### src/rtl/plic_claim_pkg.sv
// Shared types and constants for the PLIC claim/complete agent.
// The engine FSM states and the claim register geometry live here.
package plic_claim_pkg;

  typedef enum logic [2:0] {
    IDLE,
    CLAIM,
    PRESENT,
    WAIT_DONE,
    COMPLETE
  } claim_state_e;

  localparam logic [31:0] CC_OFFSET     = 32'h0020_0004;
  localparam logic [31:0] TARGET_STRIDE = 32'h0000_1000;

endpackage

### src/rtl/reg_intf.sv
// Register-bus request/response bundles shared by all bus agents.
// 32-bit address, 32-bit data, valid/ready handshake.
package reg_intf;

  typedef struct packed {
    logic [31:0] addr;
    logic        write;
    logic [31:0] wdata;
    logic [3:0]  wstrb;
    logic        valid;
  } reg_intf_req_a32_d32;

  typedef struct packed {
    logic [31:0] rdata;
    logic        error;
    logic        ready;
  } reg_intf_resp_d32;

endpackage

### src/rtl/plic_claim_engine.sv
// Claim/complete agent for one PLIC target: claims the pending ID over the
// register bus, hands it to a consumer, then writes the completion back.
module plic_claim_engine
  import plic_claim_pkg::*;
#(
  parameter int          TARGET    = 0,
  parameter logic [31:0] BASE_ADDR = 32'h0C00_0000,
  parameter int          SRCW      = 5,
  parameter int          HOLDOFF   = 3
) (
  input  logic                         clk_i,
  input  logic                         rst_i,
  input  logic                         eip_i,
  output reg_intf::reg_intf_req_a32_d32 req_o,
  input  reg_intf::reg_intf_resp_d32    resp_i,
  output logic                         id_valid_o,
  input  logic                         id_ready_i,
  output logic [SRCW-1:0]              id_o,
  input  logic                         done_valid_i,
  output logic                         done_ready_o,
  input  logic [SRCW-1:0]              done_id_i,
  output logic                         err_o,
  output logic [15:0]                  spurious_o,
  output logic                         busy_o
);

  localparam logic [31:0] CC_ADDR =
    BASE_ADDR + CC_OFFSET + 32'(TARGET) * TARGET_STRIDE;
  localparam logic [3:0] HOLD_LD = 4'(HOLDOFF);

  claim_state_e                 state_q;
  reg_intf::reg_intf_req_a32_d32 req_q;
  logic [SRCW-1:0]              id_q;
  logic                         id_valid_q;
  logic                         done_ready_q;
  logic                         err_q;
  logic [15:0]                  spur_q;
  logic                         busy_q;
  logic [3:0]                   hold_q;

  logic [SRCW-1:0] rd_id;
  logic            unused_rdata;

  assign rd_id        = resp_i.rdata[SRCW-1:0];
  assign unused_rdata = ^resp_i.rdata[31:SRCW];

  always_ff @(posedge clk_i or posedge rst_i) begin
    if (rst_i) begin
      state_q      <= IDLE;
      req_q        <= '0;
      id_q         <= '0;
      id_valid_q   <= 1'b0;
      done_ready_q <= 1'b0;
      err_q        <= 1'b0;
      spur_q       <= '0;
      busy_q       <= 1'b0;
      hold_q       <= '0;
    end else begin
      err_q <= 1'b0;
      if (hold_q != '0) hold_q <= hold_q - 4'd1;
      unique case (state_q)
        IDLE: begin
          if (eip_i && hold_q == '0) begin
            state_q     <= CLAIM;
            busy_q      <= 1'b1;
            req_q.valid <= 1'b1;
            req_q.addr  <= CC_ADDR;
            req_q.write <= 1'b0;
            req_q.wdata <= '0;
            req_q.wstrb <= 4'hF;
          end
        end
        CLAIM: begin
          if (resp_i.ready) begin
            req_q <= '0;
            if (resp_i.error || rd_id == '0) begin
              state_q <= IDLE;
              busy_q  <= 1'b0;
              hold_q  <= HOLD_LD;
              err_q   <= resp_i.error;
              if (!resp_i.error && spur_q != 16'hFFFF)
                spur_q <= spur_q + 16'd1;
            end else begin
              state_q    <= PRESENT;
              id_q       <= rd_id;
              id_valid_q <= 1'b1;
            end
          end
        end
        PRESENT: begin
          if (id_ready_i) begin
            state_q      <= WAIT_DONE;
            id_valid_q   <= 1'b0;
            done_ready_q <= 1'b1;
          end
        end
        WAIT_DONE: begin
          if (done_valid_i) begin
            state_q      <= COMPLETE;
            done_ready_q <= 1'b0;
            err_q        <= (done_id_i != id_q);
            req_q.valid  <= 1'b1;
            req_q.addr   <= CC_ADDR;
            req_q.write  <= 1'b1;
            req_q.wdata  <= 32'(id_q);
            req_q.wstrb  <= 4'hF;
          end
        end
        COMPLETE: begin
          if (resp_i.ready) begin
            state_q <= IDLE;
            busy_q  <= 1'b0;
            req_q   <= '0;
            hold_q  <= HOLD_LD;
            err_q   <= resp_i.error;
          end
        end
        default: begin
          state_q <= IDLE;
          busy_q  <= 1'b0;
          req_q   <= '0;
        end
      endcase
    end
  end

  assign req_o        = req_q;
  assign id_valid_o   = id_valid_q;
  assign id_o         = id_q;
  assign done_ready_o = done_ready_q;
  assign err_o        = err_q;
  assign spurious_o   = spur_q;
  assign busy_o       = busy_q;

endmodule

### config.mk
export PLATFORM = sky130hd
export DESIGN_NAME = plic_claim_engine
export DESIGN_NICKNAME = d
export VERILOG_FILES = /design/src/rtl/plic_claim_pkg.sv /design/src/rtl/reg_intf.sv /design/src/rtl/plic_claim_engine.sv
export SDC_FILE = /design/constraint.sdc
export NUM_CORES = 1
export LEC_CHECK = 0
export BUFFER_PORTS_ARGS = -buffer_cell sky130_fd_sc_hd__buf_2
export CAP_MARGIN = 20
export CORE_AREA = 2 2 83 77
export CTS_CLUSTER_DIAMETER = 80
export DETAILED_ROUTE_END_ITERATION = 8
export DIE_AREA = 0 0 85 79
export GPL_TIMING_DRIVEN = 0
export PLACE_DENSITY = 0.81
export RECOVER_POWER = 50
export SLEW_MARGIN = 5
export SYNTH_ARGS = -nofsm -noshare
export SYNTH_HDL_FRONTEND = slang
export SYNTH_SLANG_ARGS = --single-unit
### constraint.sdc
create_clock -name clk_i -period 1.8 [get_ports clk_i]
set_input_delay 0.36 -clock clk_i [delete_from_list [all_inputs] [get_ports clk_i]]
set_output_delay 0.36 -clock clk_i [all_outputs]
set_load 0.02 [all_outputs]
# Word-level counts from Yosys, hierarchy flattened
# Index checks and enable logic that the tools add are counted.
# W data, S select, Z words.
dict set report totals {
  register_bits 102
  word_cells 84
}
dict set report classes {
  add_sub_neg 2
  eq_ne 14
  muxes 33
  bitwise 3
  reduce_logical 19
}
# op n
set op_table {}
lappend op_table {{$pmux W70 S4} 1}
lappend op_table {{$mux W70} 3}
lappend op_table {{$add A16 B1 Y16 const B} 1}
lappend op_table {{$mux W4} 4}
lappend op_table {{$ne A16 B16 Y1 const B} 1}
lappend op_table {{$mux W3} 5}
lappend op_table {{$pmux W3 S5} 1}
lappend op_table {{$ne A2 B2 Y1 const B} 7}
lappend op_table {{$mux W1} 13}
lappend op_table {{$reduce_and A4 Y1} 3}
lappend op_table {{$reduce_and A5 Y1} 2}
lappend op_table {{$pmux W4 S2} 1}
lappend op_table {{$eq A3 B2 Y1 const B} 2}
lappend op_table {{$reduce_and A3 Y1} 2}
lappend op_table {{$logic_not A5 Y1} 1}
lappend op_table {{$ne A5 B5 Y1} 1}
lappend op_table {{$logic_not A4 Y1} 1}
lappend op_table {{$pmux W1 S2} 2}
lappend op_table {{$pmux W1 S4} 1}
lappend op_table {{$reduce_bool A2 Y1} 2}
lappend op_table {{$reduce_bool A4 Y1} 1}
lappend op_table {{$reduce_or A2 Y1} 2}
lappend op_table {{$sub A4 B1 Y4 const B} 1}
lappend op_table {{$eq A3 B1 Y1 const B} 1}
lappend op_table {{9 further kinds} 12}

# Logic depth before layout (Yosys ltp)
dict set report depth {
  word_depth 5
  depth_mapped 6
}

# Worst setup path after synthesis
# Ideal clock, no wire load.
dict set report synth_timing {
  path_type {reg2reg}
  start {register spur_q[13], in the netlist spurious_o[13]}
  end {register spur_q[1], in the netlist spurious_o[1]}
  setup_ns 0.125
  arrival_ns 1.590
  t_required_ns 1.675
  setup_slack_ns 0.085
  stages_incl_launch_ff 5
  n_path_buf 0
  synth_period_minus_slack_ns 1.715
  cell_sequence {dfrtp_1 -> nand3_1 -> nor4_4 -> nor2_2 -> mux2_4}
}
dict set report synth_between {
  elab_chain_len 3
}
# item line
set synth_rtl {}
lappend synth_rtl {{start: declaration} plic_claim_engine.sv:37} ;# logic [15:0] spur_q;
lappend synth_rtl {{start signal: assignment} plic_claim_engine.sv:82} ;# spur_q <= spur_q + 16'd1;
lappend synth_rtl {{$ne A16 B16 Y1} plic_claim_engine.sv:81} ;# if (!resp_i.error && spur_q != 16'hFFFF)
lappend synth_rtl {{$logic_and A1 B1 Y1} plic_claim_engine.sv:81}
lappend synth_rtl {{$reduce_and A4 Y1 (no source line)} -}
# No other way between the ends.
# A chain may end at the register's enable or synchronous reset.

# Final worst setup path
dict set report layout_timing {
  start {register spur_q[2], in the netlist spurious_o[2]}
  end {register spur_q[1], in the netlist spurious_o[1]}
}
# The elaborated chain is that of the path after synthesis.

==> metrics.md <==
| Metric | Value |
|---|---|
| Critical path's slowest cell | nor4_4 |
| Compound-Gate Fraction of Synth Area | 0.108 |
| Fin nets | 423 |
| Simple-gate share of the synthesized area | 0.186 |
| Seq/Total Area, Yosys | 0.379 |
| Core area | between 5000 and 6000 um^2 |
| Reg clk slew, reported paths | ~0.080 ns |
| Final Hold Vio Count | 0 |
| Post-synth top area share | 0.379 |
| Register-to-register setup slack | approximately 0.056 ns |
| Gr usage total | 0.156 |
| Worst setup SP type | flop |
| Share of layout cells above drive strength 1 | 0.384 |
| Multiplexer share of the synthesized area | 0.0320 |
| CP startpoint | spurious_o[2]$_DFFE_PP0P_ |
| Via count | around 2,000 |
| Crit path max fanout | 8 |
| Max-cap violations | 0 |
| Drt first pass iters | 4 |
| Die height | slightly below 80 um |
| Placed instance count | 438 |
| CP endpoint kind | flop |
| Layout Cells excl Fill | 450 |
| Worst-Margin Slew | 0.815 ns |
| Avg Cell Area, Syn | just over 10 um^2 |
| Root Buffer | clkbuf_8 |
| Initial Utilization | 0.436 |
| Clock Latency Late Sink | roughly 0.28 ns |
| Critical-path cell list | clkbuf_1, nand4_1, nor4_4, nor2_2, mux2_4 |
| Main combinational cell family by area after synthesis | buffers and inverters |
| Chip Width | around 85 um |
| Power density over the cells | about 1200 nW/um^2 |
| Worst R2R End | spurious_o[1]$_DFFE_PP0P_ |
| Fraction of registers with async set/reset | 1.00 |
| Crit path capture | spurious_o[1]$_DFFE_PP0P_ |
| Required time worst endpoint | around 2.0 ns |
| FF-to-FF Start | spurious_o[2]$_DFFE_PP0P_ |
| Clk sinks | 39 |
| Crit path time final | between 1.5 and 2 ns |
| Distinct cells, synth | slightly below 50 |
| Clk buf depth | 2 |
| Met1 WL | ~2300 um |
| FMAX | about 570 MHz |
| HPWL after DPL | around 4000 um |
| DR iter-0 viols | approximately 130 |
| Leakage Power | 0.00179 uW |
| Largest net degree at the start of global routing | 40 |
| Crit path depth | 5 |
| Max incr delay on CP | roughly 0.4 ns |
| Adder-Cell Fraction of Synth Area | 0.00971 |
| Die area | 6720 um^2 |
| Max VDD drop | about 0.00093 V |
| Routability cong. | about 0.83 |
| Vias per std cell | 4.58 |
| Synthesized flop and latch total | 39 |
| Largest area contributor in the netlist | dfrtp_1 |
| Status | finished, final reports clean |
| Final Cycle Share | 0.969 |
| Mapped cell area | around 2600 um^2 |
| Met2 routed WL | about 2700 um |
| CTS Buf Count | 5 |
| Clock tree from TritonCTS | built |
| Vias in the first global route | 1,817 |
| Fin util | 0.559 |
| Post-synth top flop | dfrtp_1 |
| Post-Synth XOR/XNOR Area | 0.0680 |
| Final setup fails | 0 |
| Skew final | 0.00396 ns |
| Met3 routed WL | about 350 um |
| GR Overflow Total | 0 |
| Most frequent cells in the layout | buf_4, conb_1, buf_2, dfrtp_1, clkbuf_1 |
| Area Overhead vs Synth | 28.3% |
| Top post-synthesis cells by area | dfrtp_1, buf_4, xor2_1, xnor2_1, mux2_2 |
| Rows | 27 |
| Min-Delay Path Class | in -> async |
| Initial antenna violation count | 0 |
| Most common cell after layout, fill and taps aside | buf_4 |
| First-pass GRT wire length | around 8500 um |
| Topmost layer with routed signal wires | met4 |
| H-tree levels | 2 |
| Port Buffer Count | 56 |
| Critical path buffer and inverter count | 1 |
| Cell family with most CP delay | simple AND/OR/NAND/NOR gates |
| Critical path type | reg -> reg |
| Worst hold slack | ~0.23 ns |
| Slew HR | 0.456 |
| Wire length per cell | roughly 12 um |
| Max-slew violations | 0 |
| Post-route DRC violation count | 0 |
| Fill count | about 530 |
| Routed WL | between 5000 and 6000 um |
| CP arrival | approximately 1.9 ns |
| Post-route ant nets | 0 |
| R2R depth | 5 |
| Tot Pwr | around 3800 uW |
| Cell count after synthesis | 256 |
| Post-synth EDFFs | 0 |
| Synthesis Warnings | 0 |
| Antenna diodes | 0 |
| # IOs | around 140 |
flip-flops by register name, summed over array words and instances, names as in the netlist:
name,cells
spurious_o,16
err_o,1
req_o,7
id_valid_o,1
done_ready_o,1
id_o,5
busy_o,1
hold_q,4
state_q,3
cells in the mapped netlist (2+ instances only):
cell	instances
a22o_1	5
mux2_2	6
buf_6	2
o21ai_0	5
a211o_1	2
nand2_1	8
ha_1	2
o2111ai_1	3
nand2b_1	3
clkbuf_1	2
a21o_1	3
nand4_1	8
a21oi_1	8
nor2_1	5
buf_4	64
and2_1	3
a211oi_1	2
nor2b_1	3
buf_2	4
xnor2_1	8
inv_1	7
and3_1	3
o22a_1	2
nor4_2	2
nor4_4	2
nor3_1	9
dfrtp_1	39
nor3b_1	3
xor2_1	12
and4_1	3
nand3_1	10
how the worst min path moves through the flow:
stage | endpoint | cells past startpoint
after CTS | spurious_o[10]$_DFFE_PP0P_ | 2
final | hold_q[3]$_DFF_PP0_ | 2
after global routing | hold_q[3]$_DFF_PP0_ | 2
after detailed placement | req_o[37]$_DFFE_PP0P_ | 1
after global placement | req_o[37]$_DFFE_PP0P_ | 1
after floorplan | hold_q[1]$_DFF_PP0_ | 1
per-stage QoR:
stage	TNS, ns	instance area, um^2	setup slack [ns]
after floorplan	0	2780	0.0846
after global placement	-1.46	3150	-0.159
after detailed placement	-1.62	3150	-0.243
after CTS	0	3290	0.0169
after global routing	-0.000638	3310	-0.000638
final	0	3310	0.0563
where the power goes:
group	internal (uW)	leakage, uW	switching, uW
sequential	1120	0.000510	216
clock	350	0.0000515	293
combinational	809	0.00123	1050
total	2280	0.00179	1560
routing by layer:
layer | vias up | track usage
li1 | 1025 | -
met1 | 953 | 0.206
met2 | 77 | 0.260
met3 | 5 | 0.0260
met4 | 0 | 0.0492
met5 | - | 0
worst register-to-register path, stage by stage, from the launching register on:
cell and delay [ns]:
dfrtp_1 0.34, clkbuf_1 0.28, nand4_1 0.20, nor4_4 0.40, nor2_2 0.10, mux2_4 0.31
final cells by class:
class	count	area [um^2]	area share
multi-input cells	192	1290	0.391
flip-flops and latches	39	978	0.296
plain buffers	72	531	0.160
repair buffers	60	289	0.0874
clock buffers	8	100	0.0303
well taps	72	90.1	0.0272
inverters	7	26.3	0.00795
what timing repair did:
| item | in CTS | in global routing |
|---|---|---|
| endpoints found under the setup margin | 9 | 18 |
| pin swaps | 1 | 3 |
| gates cloned | 0 | 0 |
| setup buffers | 2 | 2 |
| gates resized for setup | 3 | 7 |
| hold buffers | 0 | 0 |
cell families (layout without fill, tap and decap cells):
| kind of cell | count (synthesis) | in the layout |
|---|---|---|
| AO/OA/AOI/OAI | 36 | 36 |
| XOR/XNOR | 20 | 20 |
| adder cells (fa/ha/maj) | 2 | 2 |
| buffers and inverters | 79 | 147 |
| flip-flops | 39 | 39 |
| multiplexers | 7 | 7 |
| other | 1 | 55 |
| AND/OR/NAND/NOR | 72 | 72 |
Power figures use the tool's default switching activity.
